### config.mk
export PLATFORM = sky130hd
export DESIGN_NAME = sbd_shifter_seq
export DESIGN_NICKNAME = d
export VERILOG_FILES = /design/src/rtl/sbd_shifter_seq.sv
export SDC_FILE = /design/constraint.sdc
export NUM_CORES = 1
export LEC_CHECK = 0
export ABC_AREA = 1
export BUFFER_PORTS_ARGS = -buffer_cell sky130_fd_sc_hd__buf_4
export CAP_MARGIN = 20
export CORE_ASPECT_RATIO = 1.25
export CORE_MARGIN = 10
export CORE_UTILIZATION = 35
export CTS_CLUSTER_DIAMETER = 80
export DETAILED_ROUTE_END_ITERATION = 16
export SLEW_MARGIN = 5
export SYNTH_ARGS = -nofsm -noshare
export SYNTH_HDL_FRONTEND = slang
export SYNTH_SLANG_ARGS = --single-unit
export TNS_END_PERCENT = 1
### constraint.sdc
create_clock -name clk_i -period 3.09 [get_ports clk_i]
set_input_delay 0.309 -clock clk_i [delete_from_list [all_inputs] [get_ports clk_i]]
set_output_delay 0.309 -clock clk_i [all_outputs]
set_load 0.005 [all_outputs]
### src/rtl/sbd_shifter_seq.sv
// sbd_shifter_seq: WIDTH-bit shift register with a sequenced multi-step
// shift (START/BUSY/DONE) and a single-step SHIFT for legacy callers.
// Optional feature: define SBD_SHIFTER_ROTATE_EN to honour rot_i (rotate
// instead of filling from sin_i). Without it rot_i is accepted but ignored.
//
// state | meaning
// ------+----------------------------------------------------------
// IDLE  | waiting for a command (LOAD > START > SHIFT)
// RUN   | sequenced shift in progress, one shift per cycle
// FIN   | sequence complete, DONE high, commands accepted as in IDLE
module sbd_shifter_seq #(
   parameter int WIDTH = 24,
   parameter int STEP  = 2,
   parameter int CNTW  = 5
) (
   input  logic             clk_i,
   input  logic             rst_n_i,
   input  logic             load_i,
   input  logic [WIDTH-1:0] pin_i,
   input  logic             shift_i,
   input  logic             start_i,
   input  logic [CNTW-1:0]  cnt_i,
   input  logic             dir_i,
   input  logic             rot_i,
   input  logic [STEP-1:0]  sin_i,
   output logic [WIDTH-1:0] pout_o,
   output logic [STEP-1:0]  sout_o,
   output logic             busy_o,
   output logic             done_o
);

   typedef enum logic [1:0] {S_IDLE = 2'd0, S_RUN = 2'd1, S_FIN = 2'd2} state_e;

   state_e           state_q, state_d;
   logic [WIDTH-1:0] reg_q, reg_d;
   logic [CNTW-1:0]  cnt_q, cnt_d;
   logic             dir_q, dir_d;
   logic             dir_eff;
   logic             rot_eff;
   logic             seq_go;
   logic [STEP-1:0]  fill_l, fill_r;
   logic [WIDTH-1:0] shifted;

   // a START that will actually launch a sequence this cycle
   assign seq_go  = (state_q != S_RUN) && !load_i && start_i && (cnt_i != '0);
   assign dir_eff = (state_q == S_RUN) ? dir_q : dir_i;

`ifdef SBD_SHIFTER_ROTATE_EN
   logic rot_q;

   assign rot_eff = (state_q == S_RUN) ? rot_q : rot_i;

   // rotate mode is latched alongside direction when a sequence launches
   always_ff @(posedge clk_i or negedge rst_n_i) begin
      if (!rst_n_i)    rot_q <= 1'b0;
      else if (seq_go) rot_q <= rot_i;
   end
`else
   logic unused_rot;

   assign unused_rot = rot_i;
   assign rot_eff    = 1'b0;
`endif

   // one-step shift of the register in the effective direction
   always_comb begin
      fill_l = sin_i;
      fill_r = sin_i;
      if (rot_eff) begin
         fill_l = reg_q[WIDTH-1:WIDTH-STEP];
         fill_r = reg_q[STEP-1:0];
      end
      if (dir_eff) shifted = {fill_r, reg_q[WIDTH-1:STEP]};
      else         shifted = {reg_q[WIDTH-STEP-1:0], fill_l};
   end

   // state and datapath registers
   always_ff @(posedge clk_i or negedge rst_n_i) begin
      if (!rst_n_i) begin
         state_q <= S_IDLE;
         reg_q   <= '0;
         cnt_q   <= '0;
         dir_q   <= 1'b0;
      end else begin
         state_q <= state_d;
         reg_q   <= reg_d;
         cnt_q   <= cnt_d;
         dir_q   <= dir_d;
      end
   end

   // next-state and datapath update
   always_comb begin
      state_d = state_q;
      reg_d   = reg_q;
      cnt_d   = cnt_q;
      dir_d   = dir_q;
      case (state_q)
         S_RUN: begin
            if (load_i) begin
               // abort: no DONE for an interrupted sequence
               reg_d   = pin_i;
               cnt_d   = '0;
               state_d = S_IDLE;
            end else begin
               reg_d = shifted;
               if (cnt_q != '0) cnt_d = cnt_q - CNTW'(1);
               if (cnt_q <= CNTW'(1)) state_d = S_FIN;
            end
         end
         default: begin
            state_d = S_IDLE;
            if (load_i) begin
               reg_d = pin_i;
            end else if (start_i) begin
               if (cnt_i != '0) begin
                  cnt_d   = cnt_i;
                  dir_d   = dir_i;
                  state_d = S_RUN;
               end else begin
                  state_d = S_FIN;
               end
            end else if (shift_i) begin
               reg_d = shifted;
            end
         end
      endcase
   end

   // outputs decoded from state and register
   always_comb begin
      busy_o = (state_q == S_RUN);
      done_o = (state_q == S_FIN);
      pout_o = reg_q;
      sout_o = dir_eff ? reg_q[STEP-1:0] : reg_q[WIDTH-1:WIDTH-STEP];
   end

endmodule

==> results by group, run 1 <==
Outcome
  – Status: finished, final reports clean

Setup path
  – Reg-to-Reg Start: state_q[1]$_DFFE_PN0P_
  – Delay-heaviest family, CP: simple AND/OR/NAND/NOR gates
  – CP required: approximately 2.8 ns
  – Worst r2r dst: pout_o[7]$_DFFE_PN0P_
  – Data arrival, critical path: ~1.7 ns
  – CP bufs+invs: 3
  – Critical-path cell list: inv_2 -> nor2_4 -> nand2_4 -> nand2_8 -> inv_2 -> nand2_1 -> nand2_1 -> buf_4
  – Reg2reg setup slack: approximately 1.3 ns
  – Critical Path Max Stage Delay: around 0.42 ns
  – CP max stage cell: dfrtp_1
  – R2r worst-path depth: 6
  – Crit path kind: flop to output pin
  – Setup crit end kind: output pin
  – CP Max Fanout: 27
  – Crit path launch type: flop

Clocking
  – H-tree Lvls: 2
  – Post-CTS setup repair buffer count: 0
  – CTS tree: yes
  – Total CTS buffers: 5
  – Root buffer cell: clkbuf_8
  – Cts repair resizes: 0
  – Clk_lat worst skew: 0.28 ns
  – Clock buffer depth: 2
  – Clk sinks: 32
  – Clock Pin Slew Worst Setup and Hold Paths: 0.07 ns

Power and ir drop
  – VDD IR max: 0.293 mV
  – Psw: ~690 uW
  – Lkg Pwr: between 0.0015 and 0.002 uW
  – P_int: between 1000 and 1500 uW
  – Switch share: roughly two fifths
  – Combinational power share: 42.7%
  – Clk network pwr share: 18.0%
  – Seq pwr share: 39.3%
  – Pwr Density: roughly 630 nW/um^2

Detailed routing
  – Metal3 WL: roughly 370 um
  – Routed WL per cell: ~13 um
  – Detail Route Antenna Nets: 0
  – Met2 routed WL: approximately 2.9 mm
  – Initial DRT Pass Iterations: 5
  – Vias/cell: roughly 4.6
  – Total Wirelength: around 6 mm
  – Met1 WL: between 2 and 3 mm
  – Drt drc: 0
  – Vias: between 2,000 and 2,500
  – Initial DRC count: approximately 110
  – Highest routed layer: met4

Die
  – Overall die area: approximately 9700 um^2
  – I/O pins: 66
  – Core area: 5900 um^2
  – Starting Density: between 30% and 40%
  – Die Width: 90.3 um
  – Row count: 31
  – Chip height: about 110 um

Global routing
  – Largest net degree at the start of global routing: 50
  – Initial antenna violation count: 0
  – Total congestion overflow: 0
  – Total GRT Usage: between 10% and 20%
  – Vias in the first global route: about 2,200
  – Global-route wire length before repair: 10.3 mm

Layout
  – Fillers: between 600 and 700
  – # diodes: 0
  – Area delta synth->final: 25.8%
  – Design area: between 2000 and 3000 um^2
  – FF/Latch Area: approximately 800 um^2
  – Final #Nets: 419
  – Share of cells above drive strength 1: 23.2%
  – Multi-input logic area: ~1100 um^2

Min path
  – Hold endpoint: cnt_q[4]$_DFFE_PN0P_
  – Worst min path class: primary input to flop
  – Min-Delay Path Depth: 3
  – Hold Startpoint: cnt_i[4]

Placed design
  – DP Worst Slack: around 1.3 ns
  – HPWL after detailed placement: around 4.3 mm
  – Final Wtd Congestion: approximately 0.83
  – I/O Buffers: between 60 and 70
  – Placed Area: between 2000 and 3000 um^2

Timing
  – Setup violators final: 0
  – WHS: between 0.2 and 0.25 ns
  – Final Cycle Share: between 60% and 70%
  – Fin worst setup slack: approximately 1.1 ns
  – Clk_skew: ~0.009 ns
  – Max Fclk: between 500 and 600 MHz
  – Slew Limit Fails: 0
  – Slew headroom: 67.4%
  – Unrepaired setup endpoints after global routing: no
  – Setup TNS: 0 ns
  – Worst-margin pin slew: 0.489 ns
  – Fin crit period: 1.98 ns
  – Hold Fails Final Rpt: 0

Yosys
  – Post-Syn Instances: 321
  – Unique cell type count in the Yosys netlist: 23
  – Syn Std Cell Area: approximately 2200 um^2
  – Syn_nets: around 360
  – Avg Inst Size Synth: about 6.7 um^2
  – Sequential area share after synthesis: 37.0%
  – FF+latch count, synth: 32
  – YS warnings: 0

Run
  – Max-Cap Viols: 0
[metrics by stage]
step	power [uW]	utilization, %	std cells
final	1710	46.2	461
after global routing	1860	46.2	461
after CTS	1730	46.2	461
after detailed placement	1420	44.7	453
after global placement	1410	44.7	453
after floorplan	1140	-	321
[power groups by stage]
stage	Combinational [uW]	Clock, uW	Sequential (uW)
final	731	308	672
after global routing	836	336	689
after CTS	744	316	672
after detailed placement	741	0	678
after global placement	734	0	676
after floorplan	481	0	655
[cells by family after synthesis]
family / synth area share (%)
XOR/XNOR: 0.405
buffers and inverters: 12.0
flip-flops: 37.0
adder cells (fa/ha/maj): 1.16
AND/OR/NAND/NOR: 42.5
AO/OA/AOI/OAI: 6.94
[how the worst max path moves through the flow]
stage / from / end / slack [ns] / cells past startpoint
6_report: state_q[0]$_DFFE_PN0P_ / sout_o[1] / 1.11 / 8
5_1_grt: state_q[0]$_DFFE_PN0P_ / sout_o[0] / 0.96 / 8
4_1_cts: state_q[0]$_DFFE_PN0P_ / sout_o[1] / 1.10 / 8
3_5_place_dp: state_q[1]$_DFFE_PN0P_ / pout_o[15]$_DFFE_PN0P_ / 1.30 / 6
3_3_place_gp: state_q[1]$_DFFE_PN0P_ / pout_o[20]$_DFFE_PN0P_ / 1.34 / 6
2_1_floorplan: state_q[0]$_DFFE_PN0P_ / sout_o[0] / 1.74 / 8
[flip-flops by register name, indices dropped and copies added (netlist names)]
register / count
state_q: 2
cnt_q: 5
pout_o: 24
dir_q: 1
[tightest hold or removal path, stage by stage]
cell	delay [ns]
buf_4	0.08
nand2_1	0.04
nand2_1	0.05
[per-layer routing]
layer	global-route usage [%]	vias to the layer above
li1	-	1130
met5	0	-
met3	4.40	5
met2	20.9	50
met4	3.19	0
met1	15.3	950
[area by class of cell]
| type | instances | area share [%] |
|---|---|---|
| clock buffer | 6 | 2.67 |
| clock inverter | 1 | 0.184 |
| inverter | 37 | 5.10 |
| multi-input combinational | 237 | 40.6 |
| sequential | 32 | 29.4 |
| tap | 82 | 3.77 |
| timing repair buffer | 66 | 18.3 |
[repair_timing]
item	in CTS	in global routing
hold endpoints to repair	32	0
hold buffers	1	0
endpoints found under the setup margin	0	0
[cells in the final DEF (no fill, tap or decap), drive strengths merged]
cell type	count
xnor2	1
nand4	1
ha	2
clkinv	1
o21ai	29
a21oi	1
nand3	55
nand2	138
inv	37
clkbuf	6
nand3b	1
nor2	9
dfrtp	32
dlygate4sd3	1
buf	65
[Yosys cell counts]
library cell    n  area [um^2]
buf_6           2         22.5
ha_1            2         25.0
nor2_2          1         6.26
nand3_2         1         10.0
xnor2_1         1         8.76
nand4_2         1         12.5
buf_12          2         40.0
nand3_1        54          270
clkbuf_1        2         7.51
inv_2           5         18.8
buf_4           2         15.0
o21ai_0        29          145
inv_1          32          120
nor2_1          7         26.3
nor2_4          1         11.3
nand2_1       130          488
nand3b_1        1         7.51
nand2_4         2         22.5
nand2_2         4         25.0
a21oi_1         1         5.00
nand2_8         2         40.0
buf_2           7         35.0
dfrtp_1        32          801
Note: power is estimated with default switching activity, not from simulation.
==> inputs of run 2 (changes only) <==
- clock period: 3.09 -> 2.01 ns (I/O delays scaled with it)
==> results by group, run 2 (synthesis gave the netlist of run 1 again) <==
Timing
  – Slew headroom: 68.8%
  – Setup TNS: 0 ns
  – Hold Fails Final Rpt: 0
  – Worst-margin pin slew: approximately 0.47 ns
  – Setup violators final: 0
  – Clk_skew: between 0.002 and 0.003 ns
  – Fin crit period: 1.84 ns
  – Max Fclk: approximately 540 MHz
  – Final Cycle Share: between 90 and 100%
  – Slew Limit Fails: 0
  – Unrepaired setup endpoints after global routing: no

Layout
  – Design area: 2740 um^2
  – Share of cells above drive strength 1: a little under a quarter
  – Fillers: roughly 650
  – Area delta synth->final: 26.7%
  – Final #Nets: about 420
  – Fin cells: 463
  – Most frequent cells in the layout: nand2_1, buf_4, nand3_1, inv_1, dfrtp_1
  – Max FFs per register: 24
  – # diodes: 0
  – Most common cell after layout, fill and taps aside: nand2_1

Clocking
  – Clock Pin Slew Worst Setup and Hold Paths: ~0.06 ns
  – Root buffer cell: clkbuf_8
  – H-tree Lvls: 2
  – Clk_lat worst skew: around 0.28 ns
  – Clock buffer depth: 2
  – Total CTS buffers: 5
  – Post-CTS setup repair buffer count: 0
  – Clk sinks: 32
  – Cts repair resizes: 0
  – CTS tree: yes

Detailed routing
  – Initial DRC count: about 180
  – Detail Route Antenna Nets: 0
  – Drt drc: 0
  – Vias: approximately 2,200
  – Routed WL per cell: approximately 14 um
  – Initial DRT Pass Iterations: 4
  – Total Wirelength: ~6.3 mm
  – Vias/cell: roughly 4.7

Outcome
  – Status: finished, final reports clean

Die
  – Chip height: approximately 110 um
  – Overall die area: just under 10,000 um^2
  – I/O pins: 66
  – Core area: just under 6000 um^2
  – Row count: 31
  – Starting Density: 36.7%
  – Die Width: ~90 um

Min path
  – Min-Delay Path Depth: 3
  – Worst min path class: primary input to flop

Setup path
  – Critical Path Max Stage Delay: between 0.4 and 0.5 ns
  – Crit path launch type: flop
  – Data arrival, critical path: 1.64 ns
  – Critical-path cell list: inv_2 -> nor2_4 -> nand2_4 -> nand2_8 -> inv_2 -> nand2_1 -> nand2_1 -> buf_4
  – Crit path kind: flop to output pin
  – Setup crit end kind: output pin
  – CP Max Fanout: 26
  – R2r worst-path depth: 6
  – CP max stage cell: dfrtp_1
  – CP required: 1.81 ns

Global routing
  – Vias in the first global route: about 2,200
  – Global-route wire length before repair: between 10 and 15 mm
  – Total congestion overflow: 0
  – Total GRT Usage: about an eighth
  – Initial antenna violation count: 0
  – Largest net degree at the start of global routing: 50

Power and ir drop
  – Pwr Total: 2640 uW
  – Pwr Density: roughly 960 nW/um^2
  – VDD IR max: between 0.3 and 0.4 mV
  – Lkg Pwr: ~0.0015 uW

Placed design
  – HPWL after detailed placement: roughly 4.4 mm
  – I/O Buffers: 64
  – DP Cell Count: about 450
  – Final Wtd Congestion: around 0.85
  – Placed Area: about 2600 um^2

Run
  – Max-Cap Viols: 0
-- run 2: cell types whose count changed in the layout (fill, tap and decap cells not counted), sizes merged --
cell / before / now
buf: 65 / 66
nand2: 138 / 139
-- run 2: path summary, 6_finish.rpt --
path	endpoint	start	slack, ns
max	sout_o[0]	state_q[0]$_DFFE_PN0P_	0.17
min	cnt_q[4]$_DFFE_PN0P_	cnt_i[4]	0.13
max reg2reg	pout_o[1]$_DFFE_PN0P_	state_q[1]$_DFFE_PN0P_	0.46
min reg2reg	cnt_q[4]$_DFFE_PN0P_	cnt_q[4]$_DFFE_PN0P_	0.49
max in group asynchronous	pout_o[9]$_DFFE_PN0P_	rst_n_i	1.30
min in group asynchronous	pout_o[22]$_DFFE_PN0P_	rst_n_i	0.40
-- run 2: cell type report --
type | count | area (um^2) | area share, %
repair buffers | 67 | 505 | 18.4
flip-flops and latches | 32 | 801 | 29.2
clock inverters | 1 | 5.00 | 0.183
clock buffers | 6 | 72.6 | 2.65
well taps | 82 | 103 | 3.74
multi-input cells | 238 | 1110 | 40.7
inverters | 37 | 139 | 5.07
-- run 2: per-layer routing --
layer / part of all wire (%) / vias to the layer above / GRT usage [%]
li1: - / 1129 / -
met1: 44 / 991 / 15.4
met2: 47 / 62 / 21.0
met3: 7.3 / 7 / 4.26
met4: 1.3 / 0 / 4.78
met5: 0 / - / 0
-- run 2: worst max-delay path: cells and delay by family (launching register included) --
family | cells | cell delay, ns
AND/OR/NAND/NOR | 5 | 0.70
buffers and inverters | 3 | 0.24
flip-flops | 1 | 0.42
-- run 2: through the flow --
| stage | hold WS [ns] | util, % | worst slack [ns] |
|---|---|---|---|
| after floorplan | -0.0946 | - | 0.768 |
| after global placement | 0.179 | 44.8 | 0.442 |
| after detailed placement | 0.177 | 44.8 | 0.444 |
| after CTS | 0.125 | 46.3 | 0.120 |
| after global routing | 0.138 | 46.5 | 0.0258 |
| final | 0.130 | 46.5 | 0.168 |
-- run 2: where the power goes --
| part | internal [uW] | switching (uW) | total [uW] |
|---|---|---|---|
| logic | 513 | 622 | 1140 |
| registers | 825 | 212 | 1040 |
| clock network | 235 | 235 | 470 |
| total | 1570 | 1070 | 2640 |
-- run 2: what timing repair did --
item                                   4_1_cts  5_1_grt
setup endpoints to repair                    0        1
hold buffers                                 1        0
endpoints found under the hold margin       32        0
